**src/rtl/demux_pkg.sv**
```systemverilog
// Shared constants and helpers for the 1-to-N round-robin demux.
// Imported by the lane register and the top.
package demux_pkg;

  localparam int HOLD_PULSE  = 0;
  localparam int HOLD_STICKY = 1;

  localparam int LANES_MIN = 2;
  localparam int LANES_MAX = 16;

  function automatic int ptr_width(input int n);
    int w;
    w = $clog2(n);
    return (w < 1) ? 1 : w;
  endfunction

endpackage

```
**src/rtl/demux_lane_reg.sv**
```systemverilog
// One output lane: data register plus valid flag.
// Valid either pulses per write or sticks until reset.
module demux_lane_reg
  import demux_pkg::*;
#(
  parameter int DATA_W = 4
) (
  input  logic              clk_4f,
  input  logic              reset_L,
  input  logic              we,
  input  logic              hold,
  input  logic [DATA_W-1:0] data_in,
  output logic [DATA_W-1:0] data,
  output logic              valid
);

  always_ff @(posedge clk_4f or negedge reset_L) begin
    if (!reset_L) begin
      data  <= '0;
      valid <= 1'b0;
    end else begin
      if (we) data <= data_in;
      valid <= we | (hold & valid);
    end
  end

endmodule

```
**src/rtl/demux_1an_rr.sv**
```systemverilog
// Round-robin 1-to-LANES demux with sync realignment,
// per-round completion strobe and sticky misalignment flag.
module demux_1an_rr
  import demux_pkg::*;
#(
  parameter  int DATA_W    = 4,
  parameter  int LANES     = 2,
  parameter  int HOLD_MODE = HOLD_STICKY,
  localparam int PTR_W     = ptr_width(LANES)
) (
  input  logic                    clk_4f,
  input  logic                    reset_L,
  input  logic                    valid_in,
  input  logic [DATA_W-1:0]       data_in,
  input  logic                    sync_in,
  output logic [LANES*DATA_W-1:0] data_out,
  output logic [LANES-1:0]        valid_out,
  output logic                    group_valid,
  output logic [PTR_W-1:0]        lane_ptr,
  output logic                    err_misalign
);

  localparam logic [PTR_W-1:0] LAST = PTR_W'(LANES - 1);

  generate
    if (LANES < LANES_MIN || LANES > LANES_MAX) begin : g_bad_lanes
      $error("demux_1an_rr: LANES out of range");
    end
    if (HOLD_MODE != HOLD_PULSE && HOLD_MODE != HOLD_STICKY) begin : g_bad_hold
      $error("demux_1an_rr: illegal HOLD_MODE");
    end
  endgenerate

  logic [PTR_W-1:0] ptr;
  logic [PTR_W-1:0] ptr_nx;
  logic [PTR_W-1:0] target;
  logic [LANES-1:0] we;
  logic             hold_sticky;
  logic             gv_q;
  logic             err_q;

  assign target      = sync_in ? '0 : ptr;
  assign hold_sticky = (HOLD_MODE == HOLD_STICKY);

  // Explicit wrap keeps non-power-of-two LANES below LANES.
  always_comb begin
    ptr_nx = ptr;
    priority case (1'b1)
      valid_in: ptr_nx = (target == LAST) ? '0 : target + PTR_W'(1);
      sync_in:  ptr_nx = '0;
      default:  ptr_nx = ptr;
    endcase
  end

  always_ff @(posedge clk_4f or negedge reset_L) begin
    if (!reset_L) begin
      ptr   <= '0;
      gv_q  <= 1'b0;
      err_q <= 1'b0;
    end else begin
      ptr   <= ptr_nx;
      gv_q  <= valid_in && (target == LAST);
      err_q <= err_q | (sync_in && (ptr != '0));
    end
  end

  generate
    for (genvar i = 0; i < LANES; i++) begin : g_lane
      assign we[i] = valid_in && (target == PTR_W'(i));

      demux_lane_reg #(
        .DATA_W(DATA_W)
      ) u_lane (
        .clk_4f (clk_4f),
        .reset_L(reset_L),
        .we     (we[i]),
        .hold   (hold_sticky),
        .data_in(data_in),
        .data   (data_out[i*DATA_W +: DATA_W]),
        .valid  (valid_out[i])
      );
    end
  endgenerate

  assign group_valid  = gv_q;
  assign lane_ptr     = ptr;
  assign err_misalign = err_q;

endmodule

```
**config.mk**
```make
export PLATFORM = sky130hd
export DESIGN_NAME = demux_1an_rr
export DESIGN_NICKNAME = d
export VERILOG_FILES = /design/src/rtl/demux_pkg.sv /design/src/rtl/demux_lane_reg.sv /design/src/rtl/demux_1an_rr.sv
export SDC_FILE = /design/constraint.sdc
export NUM_CORES = 1
export LEC_CHECK = 0
export ABC_AREA = 1
export CORE_AREA = 2 2 39 41
export CTS_BUF_LIST = sky130_fd_sc_hd__clkbuf_8
export CTS_CLUSTER_DIAMETER = 50
export CTS_CLUSTER_SIZE = 12
export DETAILED_ROUTE_END_ITERATION = 10
export DIE_AREA = 0 0 41 43
export PLACE_DENSITY = 0.72
export SETUP_SLACK_MARGIN = 0.1
export SLEW_MARGIN = 0
export SYNTH_ARGS = -nofsm -noshare
export SYNTH_HDL_FRONTEND = slang
export SYNTH_SLANG_ARGS = --single-unit
```
**constraint.sdc**
```tcl
create_clock -name clk_4f -period 1.3 [get_ports clk_4f]
set_clock_uncertainty 0.05 [all_clocks]
set_input_delay 0.13 -clock clk_4f [delete_from_list [all_inputs] [get_ports clk_4f]]
set_output_delay 0.13 -clock clk_4f [all_outputs]
set_load 0.1 [all_outputs]
```
# Word-level counts from Yosys, hierarchy flattened
# Index checks and enable logic that the tools add are counted.
[totals]
inputBits = 8
wordCells = 18
register_bits = 13
output_inout_bits = 13
[classes]
n_reduce_logical = 3
n_mux = 3
add_sub_neg = 1
bitwise = 4
[op_table]
columns = ["op", "n"]
rows = [
  ["logical AND 1 bit", 3],
  ["2-to-1 mux 1 bit", 3],
  ["bitwise OR 1 bit", 3],
  ["adder 1 bit, second input constant", 1],
  ["NOT 1 bit", 1],
]

# Longest topological paths before layout
# Gate-level depths: netlist (run 1).
[depth]
word_depth = 4
ltp_mapped = 7
ltp_nobuf = 7

# Modules after synthesis
# Synthesis (run 1) repeated with hierarchy kept, for this count alone.
[hier_totals]
hier_cells = 54
hier_area_um2 = 499.2
[by_module_without_submodules]
columns = ["mod", "area_per_inst_um2", "cells_each", "instances", "seq_area_each_um2"]
rows = [
  ["demux_lane_reg", 181.4, 20, 2, 125.1],
  ["demux_1an_rr", 136.4, 14, 1, 75.1],
]

# Least setup slack after synthesis (run 1)
# Ideal clock, no wire load.
[synth_path]
path_type = "flip-flop to flip-flop"
start = "reg ptr (netlist: lane_ptr)"
end = "reg g_lane[0].u_lane.valid"
stages_incl_launch_ff = 6
required_time_ns = 1.126
setup_slack_ns = -0.518
n_path_buf = 0
setup_time_ns = 0.124
t_arrival_ns = 1.644
synth_period_minus_slack_ns = 1.818
path_cell_list = "dfrtp_1 inv_1 nor2_1 inv_1 ha_1 or2_1"
[synth_between]
elab_chain_len = 4
[synth_lines]
columns = ["item", "line_no", "text"]
rows = [
  ["start: declaration", "demux_1an_rr.sv:34", "logic [PTR_W-1:0] ptr;"],
  ["start signal: assignment", "demux_1an_rr.sv:61", "ptr <= ptr_nx;"],
  ["2-to-1 mux 1 bit", "n/a", ""],
  ["NOT 1 bit", "demux_1an_rr.sv:69", "assign we[i] = valid_in && (target == PTR_W'(i));"],
  ["logical AND 1 bit", "demux_1an_rr.sv:69", ""],
  ["net g_lane[0].u_lane.we", "demux_lane_reg.sv:10", "input logic we,"],
  ["bitwise OR 1 bit", "demux_lane_reg.sv:23", "valid <= we | (hold & valid);"],
  ["end signal: assignment", "demux_lane_reg.sv:23", ""],
  ["end: declaration", "demux_lane_reg.sv:14", "output logic valid"],
]
# The timed path passes the listed nets, and every way through them passes these cells.
# A chain may end at the register's enable or synchronous reset.

# Worst setup path in the final report (run 1)
[layout_path]
start = "reg ptr (netlist: lane_ptr)"
end = "out lane_ptr"
[layout_rtl]
columns = ["item", "line_no", "text"]
rows = [
  ["end: declaration", "demux_1an_rr.sv:19", "output logic [PTR_W-1:0] lane_ptr,"],
]
# No word-level cell between the ends.

==> flow_metrics.env, run 1 <==
export IMPL_dieArea_mm2=0.00176
export IMPL_cp_depth=2
export IMPL_fin_crit_sh_pct=91.8
export IMPL_cellPowerDensity_mw_per_mm2=1780
export IMPL_grt_pass1_vias=409
export IMPL_cts_tree="yes"
export IMPL_ys_warn_count=0
export IMPL_slew_headroom_pct=86.4
export IMPL_vias=409
export IMPL_worstPathRequired_ps=1120
export IMPL_syn_to_final_growth_pct=86.0
export IMPL_clk_latency_ps=230
export IMPL_syn_avg_cell_area_um2=9.65
export IMPL_final_hold_violation_count=0
export IMPL_crit_chain="buf_4, buf_12"
export IMPL_fin_ws_ps=106
export IMPL_grt_overflow_total=0
export IMPL_cpLargestDelayFamily="flip-flops"
export IMPL_numPortBuffers=20
export IMPL_hpwlAfterDp_um=800
export IMPL_synth_distinct_cells=8
export IMPL_antenna_left=0
export IMPL_slowest_delay_ps=470
export IMPL_drc=0
export IMPL_cts_root_buf="clkbuf_8"
export IMPL_syn_area_um2=502
export IMPL_p_switching_mw=0.713
export IMPL_endpoint_kind="primary output"
export IMPL_internal_power_mw=0.951
export IMPL_nets=87
export IMPL_syn_instance_count=52
export IMPL_cts_buffer_depth=2
export IMPL_period_minus_slack_ps=1190
export IMPL_drv_cap=0
export IMPL_crit_buf_inv=2
export IMPL_drt_wl_total_mm=1.05
export IMPL_path_class="reg -> out"
export IMPL_ys_seq_area_share_pct=64.8
export IMPL_combPwrFrac_pct=48.1
export IMPL_power_share_switching_pct=42.9
export IMPL_core_area_mm2=0.00138
export IMPL_antenna_cells=0
export IMPL_preCtsSetupSlack_ps=-25.2
export IMPL_grt_max_degree=14
export IMPL_fp_row_count=14
export IMPL_seq_power_share_pct=31.4
export IMPL_grt_pass1_wl_mm=1.76
export IMPL_worstHoldPathType="in -> async"
export IMPL_slew_violations=0
export IMPL_die_h_um=43
export IMPL_cp_slowest_cell="dfrtp_4"
export IMPL_grt_usage_pct=15.7
export IMPL_status="complete, no violations"
export IMPL_synthTopCellsByArea="dfrtp_1 65%, nand2_1 19%, ha_1 5.0%"
export IMPL_drive_gt1_share_pct=34.2
export IMPL_synth_edff_count=0
export IMPL_drtIter0Drc=2
export IMPL_worstPathArrival_ps=1010
export IMPL_die_width_um=41
export IMPL_ys_top_cells_by_count="26 x nand2_1, 13 x dfrtp_1, 4 x inv_1"
export IMPL_vias_per_cell=4.45
export IMPL_grt_setup_unrepaired="yes"
export IMPL_clkSinkCount=13
export IMPL_ios=21
export IMPL_yosys_register_bits=13
export IMPL_setup_viol=0
export IMPL_async_flop_share_pct=100
export IMPL_wl_per_cell_um=11.5
export IMPL_clock_power_share_pct=20.5
export IMPL_rr_worst_depth=5
export IMPL_dpl_cell_area_um2=871
export IMPL_path_clk_slew_ps=60
export IMPL_fmax_mhz=838
export IMPL_cp_start_kind="flip-flop"
export IMPL_tns_ps=0
export IMPL_final_area_um2=933
export IMPL_ir_drop_uv=1080
export IMPL_worst_pin_slew_ps=203
export IMPL_fillers=102
export IMPL_synth_most_common_cell="nand2_1"
export IMPL_fin_util_pct=67.5
export IMPL_synth_top_cell_area_share_pct=64.8
export IMPL_synth_top_cell_by_area="dfrtp_1"
export IMPL_critPathMaxFanout=2
export IMPL_p_total_mw=1.66
export IMPL_cts_buffers=3
export IMPL_ys_flop_type="dfrtp_1"
export IMPL_htree_levels=1
export IMPL_start_util_pct=36.3
export IMPL_leakage_nw=0.453
export IMPL_synth_nets=62
export IMPL_gp_routability_congestion=0.768
export IMPL_antenna_found_initial=0
export IMPL_cts_hold_fix_buffers=0
export IMPL_first_pass_iters=4
## cell usage in the layout, fill, tap and decap left out, drive strengths merged
| cell | synthesis | final |
|---|---|---|
| nand2 | 26 | 26 |
| buf | 2 | 15 |
| dfrtp | 13 | 13 |
| clkdlybuf4s50 | 0 | 7 |
| inv | 6 | 7 |
| clkbuf | 0 | 3 |
| or2 | 2 | 2 |
| ha | 2 | 2 |
| nor2 | 1 | 1 |
## power groups by stage
stage | combinational [mW] | sequential [mW] | clock (mW)
2_1_floorplan | 0.0748 | 0.916 | 0
3_3_place_gp | 0.779 | 0.532 | 0
3_5_place_dp | 0.788 | 0.534 | 0
4_1_cts | 0.805 | 0.523 | 0.359
5_1_grt | 0.830 | 0.527 | 0.376
6_report | 0.801 | 0.522 | 0.341
## path summary, 6_finish.rpt
check                                                  endpoint                    from  slack, ps
max in group asynchronous                    lane_ptr$_DFF_PN0_                 reset_L        870
min reg2reg                              err_misalign$_DFF_PN0_  err_misalign$_DFF_PN0_        480
max reg2reg                    g_lane[0].u_lane.valid$_DFF_PN0_      lane_ptr$_DFF_PN0_        120
min in group clk_4f        g_lane[1].u_lane.data[3]$_DFFE_PN0P_              data_in[3]        430
min                        g_lane[0].u_lane.data[1]$_DFFE_PN0P_                 reset_L        140
max                                                    lane_ptr      lane_ptr$_DFF_PN0_        110
## worst register-to-register path, stage by stage (launching register included)
cell and delay [ps]:
dfrtp_4 400, inv_2 50, nor2_4 120, inv_2 60, ha_4 180, or2_1 210
## routing by layer
layer	vias up	part of all wire [%]	routed length [um]	track usage [%]
met2	19	55	575	23.1
li1	198	-	-	-
met5	-	0	0	0
met3	2	4.8	51	4.71
met4	0	1.3	14	10.0
met1	190	39	413	19.0
## timing repair
item                       in CTS  in global routing
pin swaps                       1                  0
buffers inserted                1                  0
gates resized for setup         1                  0
setup endpoints to repair       5                  2
## kinds of logic (layout without fill, tap and decap cells)
family	Yosys count	count (layout)	synth area share (%)
adder cells (fa/ha/maj)	2	2	4.99
flip-flops	13	13	64.8
AND/OR/NAND/NOR	29	29	22.7
buffers and inverters	8	32	7.48
## through the flow
step	hold slack [ps]	cells
after global routing	151	92
final	143	92
after detailed placement	395	87
after global placement	402	87
after CTS	144	92
after floorplan	-216	52
## cell type report
cell class	instances	area, um2	share of cell area (%)
clock buffer	3	41.3	4.42
clock inverter	1	3.75	0.402
inverter	6	22.5	2.41
multi-input combinational	31	171	18.4
sequential	13	329	35.3
tap	16	20.0	2.14
timing repair buffer	22	345	37.0
## state kept, by name, summed over array words and instances, names as in the netlist
name and count:
g_lane.u_lane.data 8, g_lane.u_lane.valid 2, group_valid 1, lane_ptr 1
err_misalign 1
No activity file was read; power rests on OpenSTA's default activity.
==> run 2: changes to the inputs <==
--- a/config.mk
+++ b/config.mk
@@ -7,11 +7,11 @@
 export LEC_CHECK = 0
 export ABC_AREA = 1
-export CORE_AREA = 2 2 39 41
+export CORE_MARGIN = 2
+export CORE_UTILIZATION = 30
 export CTS_BUF_LIST = sky130_fd_sc_hd__clkbuf_8
 export CTS_CLUSTER_DIAMETER = 50
 export CTS_CLUSTER_SIZE = 12
 export DETAILED_ROUTE_END_ITERATION = 10
-export DIE_AREA = 0 0 41 43
-export PLACE_DENSITY = 0.72
+export PLACE_DENSITY = 0.7
 export SETUP_SLACK_MARGIN = 0.1
 export SLEW_MARGIN = 0
==> constraint.sdc (replaced) <==
create_clock -name clk_4f -period 1.3 [get_ports clk_4f]
set_clock_uncertainty 0.05 [all_clocks]
set_input_delay 0.195 -clock clk_4f [delete_from_list [all_inputs] [get_ports clk_4f]]
set_output_delay 0.195 -clock clk_4f [all_outputs]
set_load 0.1 [all_outputs]
==> flow_metrics.env, run 2 (same netlist as run 1, synthesis figures left out) <==
export IMPL_grt_max_degree=14
export IMPL_cp_start_kind="flip-flop"
export IMPL_layout_common_cells="26 x nand2_1, 13 x buf_12, 12 x dfrtp_1"
export IMPL_start_util_pct=32.5
export IMPL_drt_wl_total_um=989
export IMPL_worstHoldPathType="in -> async"
export IMPL_period_minus_slack_ps=1200
export IMPL_critPathMaxFanout=6
export IMPL_fp_row_count=14
export IMPL_path_class="reg -> reg"
export IMPL_fin_util_pct=60.2
export IMPL_final_hold_violation_count=0
export IMPL_drc=0
export IMPL_dieArea_mm2=0.00202
export IMPL_post_cts_setup_buffer_count=0
export IMPL_cts_root_buf="clkbuf_8"
export IMPL_rr_worst_depth=5
export IMPL_gp_routability_congestion=0.724
export IMPL_slowest_delay_ps=450
export IMPL_endpoint_kind="flip-flop"
export IMPL_hpwlAfterDp_um=792
export IMPL_seq_power_share_pct=32.1
export IMPL_cellPowerDensity_mw_per_mm2=1780
export IMPL_grt_pass1_wl_mm=1.70
export IMPL_die_width_um=44.9
export IMPL_p_switching_mw=0.707
export IMPL_wl_per_cell_um=10.9
export IMPL_leakage_nw=0.448
export IMPL_clock_power_share_pct=20.5
export IMPL_path_clk_slew_ps=50
export IMPL_antenna_found_initial=0
export IMPL_antenna_cells=0
export IMPL_htree_levels=1
export IMPL_r2r_end="g_lane[0].u_lane.valid$_DFF_PN0_"
export IMPL_preCtsSetupSlack_ps=-88.5
export IMPL_ir_drop_uv=902
export IMPL_final_common_cell="nand2_1"
export IMPL_drive_gt1_share_pct=33.3
export IMPL_instances_no_fill=91
export IMPL_drtIter0Drc=3
export IMPL_first_pass_iters=4
export IMPL_largest_register="g_lane.u_lane.data"
export IMPL_slew_violations=0
export IMPL_worst_pin_slew_ps=202
export IMPL_drv_cap=0
export IMPL_slew_headroom_pct=86.5
export IMPL_tns_ps=0
export IMPL_largest_reg_flops=8
export IMPL_ios=21
export IMPL_antenna_left=0
export IMPL_fmax_mhz=833
export IMPL_cts_hold_fix_buffers=0
export IMPL_vias=403
export IMPL_top_regs="g_lane.u_lane.data x8, g_lane.u_lane.valid x2"
export IMPL_timing_rr_start="lane_ptr$_DFF_PN0_"
export IMPL_internal_power_mw=0.946
export IMPL_clkSinkCount=13
export IMPL_hold_ws_ps=215
export IMPL_vias_per_cell=4.43
export IMPL_syn_to_final_growth_pct=85.0
export IMPL_setup_viol=0
export IMPL_cts_buffer_depth=2
export IMPL_clk_latency_ps=230
export IMPL_worstPathArrival_ps=1270
export IMPL_status="complete, no violations"
export IMPL_fin_ws_ps=98.9
export IMPL_crit_buf_inv=2
export IMPL_cp_slowest_cell="dfrtp_4"
export IMPL_die_h_um=44.9
export IMPL_grt_usage_pct=11.8
export IMPL_cpLargestDelayFamily="flip-flops"
export IMPL_core_area_mm2=0.00154
export IMPL_dpl_cell_area_um2=871
export IMPL_nets=86
export IMPL_ff2ff_setup_slack_ps=100
export IMPL_cts_tree="yes"
export IMPL_grt_setup_unrepaired="yes"
export IMPL_grt_overflow_total=0
export IMPL_p_total_mw=1.65
export IMPL_grt_pass1_vias=414
export IMPL_crit_chain="inv_4, nor2_4, inv_2, ha_4, or2_1"
export IMPL_fin_crit_sh_pct=92.4
export IMPL_power_share_switching_pct=42.8
export IMPL_final_area_um2=928
export IMPL_place_inst=87
export IMPL_numPortBuffers=20
export IMPL_cts_buffers=3
export IMPL_combPwrFrac_pct=47.4
export IMPL_worstPathRequired_ps=1370
export IMPL_fillers=131
==> run 2: cell type report <==
| type | count | area, um2 | share of cell area [%] |
|---|---|---|---|
| multi-input cells | 31 | 171 | 18.5 |
| clock buffers | 3 | 41.3 | 4.45 |
| well taps | 16 | 20.0 | 2.16 |
| clock inverters | 1 | 3.75 | 0.404 |
| inverters | 6 | 25.0 | 2.70 |
| flip-flops and latches | 13 | 329 | 35.4 |
| repair buffers | 21 | 338 | 36.4 |
==> run 2: worst reg2reg max path: stages (launching register included) <==
cell and delay, ps:
dfrtp_4 450, inv_4 40, nor2_4 110, inv_2 60, ha_4 170, or2_1 210
==> run 2: per-layer routing <==
layer  wire [um]  global-route usage [%]
met5           0                       0
met4           0                    3.53
met3          68                    4.40
met2         503                    20.3
met1         417                    13.8
==> run 2: what timing repair did <==
item,in CTS,in global routing
pin swaps,1,1
setup endpoints to repair,2,3
resized for setup,1,1
==> run 2: worst max path at each step <==
| stage | from | end | slack [ps] | cells after the start |
|---|---|---|---|---|
| after floorplan | lane_ptr$_DFF_PN0_ | g_lane[0].u_lane.valid$_DFF_PN0_ | -70 | 5 |
| after global placement | sync_in | g_lane[1].u_lane.valid$_DFF_PN0_ | -60 | 4 |
| after global routing | lane_ptr$_DFF_PN0_ | g_lane[0].u_lane.valid$_DFF_PN0_ | 60 | 5 |
| after CTS | lane_ptr$_DFF_PN0_ | g_lane[0].u_lane.valid$_DFF_PN0_ | 90 | 5 |
| final | lane_ptr$_DFF_PN0_ | g_lane[0].u_lane.valid$_DFF_PN0_ | 100 | 5 |
| after detailed placement | sync_in | g_lane[1].u_lane.valid$_DFF_PN0_ | -90 | 4 |
==> run 2: power groups by stage <==
stage / Combinational [mW] / Clock, mW / Sequential, mW
after CTS: 0.788 / 0.349 / 0.530
after global placement: 0.777 / 0 / 0.535
after floorplan: 0.0748 / 0 / 0.916
after detailed placement: 0.784 / 0 / 0.536
after global routing: 0.809 / 0.372 / 0.540
final: 0.784 / 0.339 / 0.530
